**src/rtl/axistream_width_downsizer_pkg.sv**
```systemverilog
// Shared width helpers for the AXI-stream width converters (downsizer, FIFO, upsizer).
package axistream_width_downsizer_pkg;

   // Counter width for a 0..value-1 index; never narrower than one bit.
   function automatic int axis_clog2(input int value);
      int r;
      r = 0;
      for (int v = value - 1; v > 0; v = v >> 1) begin
         r++;
      end
      return (r < 1) ? 1 : r;
   endfunction

   function automatic int axis_ow(input int in_width, input int ratio);
      return in_width / ratio;
   endfunction

endpackage

```
**src/rtl/axistream_width_downsizer.sv**
```systemverilog
// Splits each IN_WIDTH word into RATIO narrow beats; beat 0 one cycle after the load,
// next word loads on the last beat's handshake (no bubble); dest stalls hold word and index.
module axistream_width_downsizer
   import axistream_width_downsizer_pkg::*;
#(
   parameter int IN_WIDTH  = 32,
   parameter int RATIO     = 4,
   parameter bit MSB_FIRST = 1'b0,
   localparam int OW       = axis_ow(IN_WIDTH, RATIO),
   localparam int BW       = axis_clog2(RATIO)
) (
   input  logic                clk,
   input  logic                rst_n,
   input  logic                src_tvalid,
   output logic                src_tready,
   input  logic [IN_WIDTH-1:0] src_tdata,
   input  logic                src_tlast,
   output logic                dest_tvalid,
   input  logic                dest_tready,
   output logic [OW-1:0]       dest_tdata,
   output logic                dest_tlast,
   output logic                busy
);

   localparam logic [BW-1:0] LAST_IDX = BW'(RATIO - 1);

   generate
      if ((IN_WIDTH % RATIO) != 0 || RATIO < 2 || RATIO > 256) begin : g_bad_params
         $error("axistream_width_downsizer: IN_WIDTH must be a multiple of RATIO, RATIO in 2..256");
      end
   endgenerate

   logic [IN_WIDTH-1:0] r_word;
   logic                r_last;
   logic                r_full;
   logic [BW-1:0]       r_beat_idx;

   logic                w_last_beat;
   logic                w_load;
   logic                w_dest_hs;
   logic [BW-1:0]       w_slice;

   // Explicit compare so a non power-of-two RATIO never runs past its last slice.
   assign w_last_beat = (r_beat_idx == LAST_IDX);
   assign src_tready  = rst_n && (!r_full || (dest_tready && w_last_beat));
   assign w_load      = src_tvalid && src_tready;
   assign w_dest_hs   = r_full && dest_tready;

   always_ff @(posedge clk or negedge rst_n) begin
      if (!rst_n) begin
         r_full     <= 1'b0;
         r_last     <= 1'b0;
         r_beat_idx <= '0;
      end else if (w_load) begin
         r_full     <= 1'b1;
         r_last     <= src_tlast;
         r_beat_idx <= '0;
      end else if (w_dest_hs) begin
         if (w_last_beat) begin
            r_full     <= 1'b0;
            r_beat_idx <= '0;
         end else begin
            r_beat_idx <= r_beat_idx + 1'b1;
         end
      end
   end

   // Payload needs no reset: it is only observable while r_full is set.
   always_ff @(posedge clk) begin
      if (w_load) begin
         r_word <= src_tdata;
      end
   end

   assign w_slice = MSB_FIRST ? (LAST_IDX - r_beat_idx) : r_beat_idx;

   always_comb begin
      dest_tdata = '0;
      for (int i = 0; i < RATIO; i++) begin
         if (w_slice == BW'(i)) begin
            dest_tdata = r_word[i*OW +: OW];
         end
      end
   end

   assign dest_tvalid = r_full;
   assign dest_tlast  = r_full && r_last && w_last_beat;
   assign busy        = r_full;

endmodule
```
**config.mk**
```make
export PLATFORM = sky130hd
export DESIGN_NAME = axistream_width_downsizer
export DESIGN_NICKNAME = d
export VERILOG_FILES = /design/src/rtl/axistream_width_downsizer_pkg.sv /design/src/rtl/axistream_width_downsizer.sv
export SDC_FILE = /design/constraint.sdc
export NUM_CORES = 1
export LEC_CHECK = 0
export BUFFER_PORTS_ARGS = -buffer_cell sky130_fd_sc_hd__buf_2
export CAP_MARGIN = 10
export CORE_ASPECT_RATIO = 0.75
export CORE_MARGIN = 5
export CORE_UTILIZATION = 30
export CTS_BUF_LIST = sky130_fd_sc_hd__clkbuf_4
export CTS_CLUSTER_SIZE = 8
export DETAILED_ROUTE_END_ITERATION = 7
export PLACE_DENSITY = 0.63
export SETUP_SLACK_MARGIN = 0.15
export SYNTH_ARGS = -nofsm -noshare
export SYNTH_HDL_FRONTEND = slang
export SYNTH_SLANG_ARGS = --single-unit
```
**constraint.sdc**
```tcl
create_clock -name clk -period 2.3 [get_ports clk]
set_input_delay 0.23 -clock clk [delete_from_list [all_inputs] [get_ports clk]]
set_output_delay 0.23 -clock clk [all_outputs]
set_load 0.02 [all_outputs]
```
After elaboration in Yosys (flattened, before gate mapping)
Index checks and enable logic that the tools add are counted.

Add/subtract/negate cells: 1. Equality and inequality tests: 3. Multiplexer cells: 10. Reductions and logical operators: 12.

Operator list (count): two-way mux 8 bit (4); logical AND 1 bit (6); two-way mux 2 bit (3); equality test 2 bit, second input constant (2); nonzero test 2 bit (2); two-way mux 1 bit (3); adder 2 x 1 -> 2 bit, second input constant (1); equality test 2 x 1 -> 1 bit, second input constant (1); logical NOT 2 bit (1); AND reduction 2 bit (1); logical NOT 1 bit (1); logical OR 1 bit (1).

Flip-flop bits (word level): 36. Word-level logic and storage cells: 30.

Logic depth before layout (Yosys ltp)
Word-level depth: 7. Depth in mapped cells: 7.

Worst setup path after synthesis
OpenSTA, ideal clock, no wires.

Path type: flip-flop to flip-flop. Start: reg r_beat_idx[0]. End: reg r_last. Data arrival time: 1.736 ns. Required time: 2.175 ns. Path slack: 0.439 ns. Stages on the path, launching flop included: 5. Buffers on the path: 0. Clock period less this slack: 1.861 ns. Cells stage by stage: dfrtp_1 -> ha_1 -> nand2_2 -> a21oi_4 -> mux2_4.

Longest elaborated chain between the ends: 5.

Ends and longest elaborated chain: from (decl) (RTL line axistream_width_downsizer.sv:36) `logic [BW-1:0] r_beat_idx;`; from (signal assigned) (RTL line axistream_width_downsizer.sv:63) `r_beat_idx <= r_beat_idx + 1'b1;`; equality test 2 bit (RTL line axistream_width_downsizer.sv:44) `assign w_last_beat = (r_beat_idx == LAST_IDX);`; logical AND 1 bit (RTL line axistream_width_downsizer.sv:45) `assign src_tready = rst_n && (!r_full || (dest_tready && w_last_beat));`; logical OR 1 bit (RTL line axistream_width_downsizer.sv:45); logical AND 1 bit (RTL line axistream_width_downsizer.sv:45); logical AND 1 bit (RTL line axistream_width_downsizer.sv:46) `assign w_load = src_tvalid && src_tready;`; via w_load (RTL line axistream_width_downsizer.sv:39) `logic w_load;`; to (signal assigned) (RTL line axistream_width_downsizer.sv:56) `r_last <= src_tlast;`; to (decl) (RTL line axistream_width_downsizer.sv:34) `logic r_last;`.

The timed path passes the listed nets, and every way through them passes these cells. A chain may end at the register's enable or synchronous reset.

Final worst setup path
Start: reg r_beat_idx[0]. End: out dest_tdata[6].

Longest elaborated chain between the ends: 5. Elaborated cells between the ends (all ways): 8. Those cells by class: eq/ne (3); mux (4); reduce/logical (1).

Ends and longest elaborated chain: logical NOT 2 bit (RTL line axistream_width_downsizer.sv:80) `if (w_slice == BW'(i)) begin`; two-way mux 8 bit (3 in a row) (RTL line axistream_width_downsizer.sv:80); two-way mux 8 bit (*) (RTL line axistream_width_downsizer.sv:80); to (decl) (RTL line axistream_width_downsizer.sv:20) `output logic [OW-1:0] dest_tdata,`.

Every way passes the cells marked *; elsewhere a longest branch is shown, timed or not.

==> out/metrics.yaml <==
run_status:
  status: "complete, no violations"
clocking:
  cts_tree: "yes"
  htree_levels: 2
  cts_inserted_buffers: 5
  clockBufferDepth: 2
  root_buffer: "clkbuf_4"
  cts.sinks: 36
  clk_pin_slew_worst_paths_ns: 0.11
  postCtsSetupRepairBufs: 0
  clk_latency_ns: 0.33
routing:
  drt-initial-drc-count: 78
  ant_nets: 0
  dr.pass1.iters: 4
  wirelength_mm: 3.12
  vias_per_cell: 4.57
  wl_per_cell_um: 15.5
  post-route-drc-count: 0
  vias: 924
floorplan:
  start_util_pct: 31.5
  die_h_um: 69.6
  rows: 21
  die_w_um: 89.5
  dieArea_um2: 6230
  coreArea_um2: 4520
  ios: 49
timing:
  whs_ns: 0.0618
  final.setup.worst_slack_ns: 0.231
  fmax_mhz: 483
  setup_viol: 0
  post-route-min-period_ns: 2.07
  hold_violations: 0
  finalMaxSlewViolations: 0
  finalClockSkew_ns: 0.00806
  period_share_pct: 89.9
  fin_setup_tns_ns: 0
  slew_headroom_pct: 79.0
  tightest_slew_ns: 0.315
  rsz0062_at_grt: "false"
layout:
  antenna_cells: 0
  layout_commonest_cell: "buf_2"
  drive_gt1_share_pct: 49.0
  final_cell_mix: "47 x buf_2, 32 x edfxtp_1, 8 x a21oi_1"
  nets: 185
  fin_area_um2: 1860
  finalNonFillerCells: 202
  syn2layout_area_growth_pct: 30.5
  utilization_pct: 41.1
grt:
  first_global_vias: 1016
  grt_pass1_wl_mm: 4.81
  gr-total-overflow: 0
  grt_antenna_before_repair: 0
  met2_usage_pct: 16.4
  use_met3_pct: 4.04
  grt_max_degree: 36
  grtUsageMet1_pct: 12.5
  gr-max-usage-layer: "met2"
  track_usage_pct: 10.3
logic_synthesis:
  postSynth.asyncResetShare_pct: 11.1
  yosysTopAreaCell: "edfxtp_1"
  ys_ff_latch: 36
  synth_nets: 132
  yosysSeqAreaShare_pct: 74.6
  netlist_area_um2: 1420
  synth_cell_types: 25
  yosysWarnings: 0
  synth_area_leaders: "edfxtp_1 68%, dfrtp_1 7.0%, a22oi_1 3.7%"
  synth_cells: 91
  synth_edf_count: 32
  syn_area_per_cell_um2: 15.6
  synth_largest_type_area_fraction_pct: 67.6
  synth_top_flop_cell: "edfxtp_1"
min_path:
  hp-class: "in2reg"
worst_setup_path:
  arrival_ns: 1.84
  cp-start-kind: "register"
  endpoint_kind: "output pin"
  path_class: "reg2out"
  crit_required_ns: 2.07
  cp_max_fo: 7
power_and_ir_drop:
  p_leak_nw: 0.723
  total_power_mw: 2.26
  powerDensity_nw_per_um2: 1220
  vdd_drop_max_mv: 0.475
place:
  dpl_cell_area_um2: 1730
  gp_congestion: 0.746
  io_buffers: 48
  dp_hpwl_mm: 2.28
  place_inst: 193
  post-place-ws_ns: 0.343
flow_run:
  maxCapViolCount: 0
==> final cells by class <==
type / instances / area, µm²
flip-flops and latches: 36 / 1060
clock inverters: 2 / 35.0
fillers: 436 / 2660
well taps: 57 / 71.3
repair buffers: 50 / 273
clock buffers: 6 / 45.0
inverters: 3 / 11.3
multi-input cells: 48 / 357
==> sequential cells by signal, indices dropped and copies added (netlist names) <==
name,cells
r_beat_idx,2
r_word,32
r_last,1
busy,1
==> Yosys cell counts (2+ instances only) <==
cell type	instances
edfxtp_1	32
a21oi_1	8
a22oi_1	7
o22ai_1	7
nand2_1	6
dfrtp_1	4
ha_1	4
inv_1	3
nor2_1	3
buf_2	2
==> path summary, 6_finish.rpt <==
path,start,endpoint,slack (ns),cells past startpoint
setup reg to reg,r_beat_idx[1],r_last,0.68,5
hold / removal,src_tdata[2],r_word[2],0.06,1
hold reg to reg,r_last,r_last,0.54,1
max in group asynchronous,rst_n,r_beat_idx[1],1.92,2
setup / recovery,r_beat_idx[0],dest_tdata[6],0.23,5
min in group asynchronous,rst_n,r_last,0.22,2
==> kinds of logic after synthesis <==
kind of cell    count (synthesis)  share of synthesized area, %
buf+inv                         7                          2.38
simple gates                   17                          6.16
flops                          36                          74.6
compound gates                 25                          11.5
fa+ha+maj                       4                          3.52
mux                             2                          1.76
==> critical path: stages, from the launching register on <==
cell and delay, ns:
dfrtp_2 0.45, ha_2 0.25, or3b_2 0.45, o21ai_0 0.10
a31oi_1 0.07, buf_4 0.18
==> report_power, final <==
group          internal, mW  switching, mW  leakage [nW]
Combinational         0.358          0.574         0.343
Sequential            0.812         0.0649         0.335
Clock                 0.240          0.209        0.0456
Total                  1.41          0.847         0.723
==> routing by layer <==
layer / wire length, µm / part of all wire (%) / vias up
met3: 154 / 4.9 / 6
met5: 0 / 0 / -
met1: 1320 / 42 / 437
met2: 1600 / 51 / 30
li1: - / - / 451
met4: 53 / 1.7 / 0
==> what timing repair did <==
action                                 4_1_cts  5_1_grt
hold buffers                                 1        0
endpoints found under the hold margin        4        0
setup endpoints to repair                    7        8
resized for setup                            2       10
No activity file was read; power rests on OpenSTA's default activity.
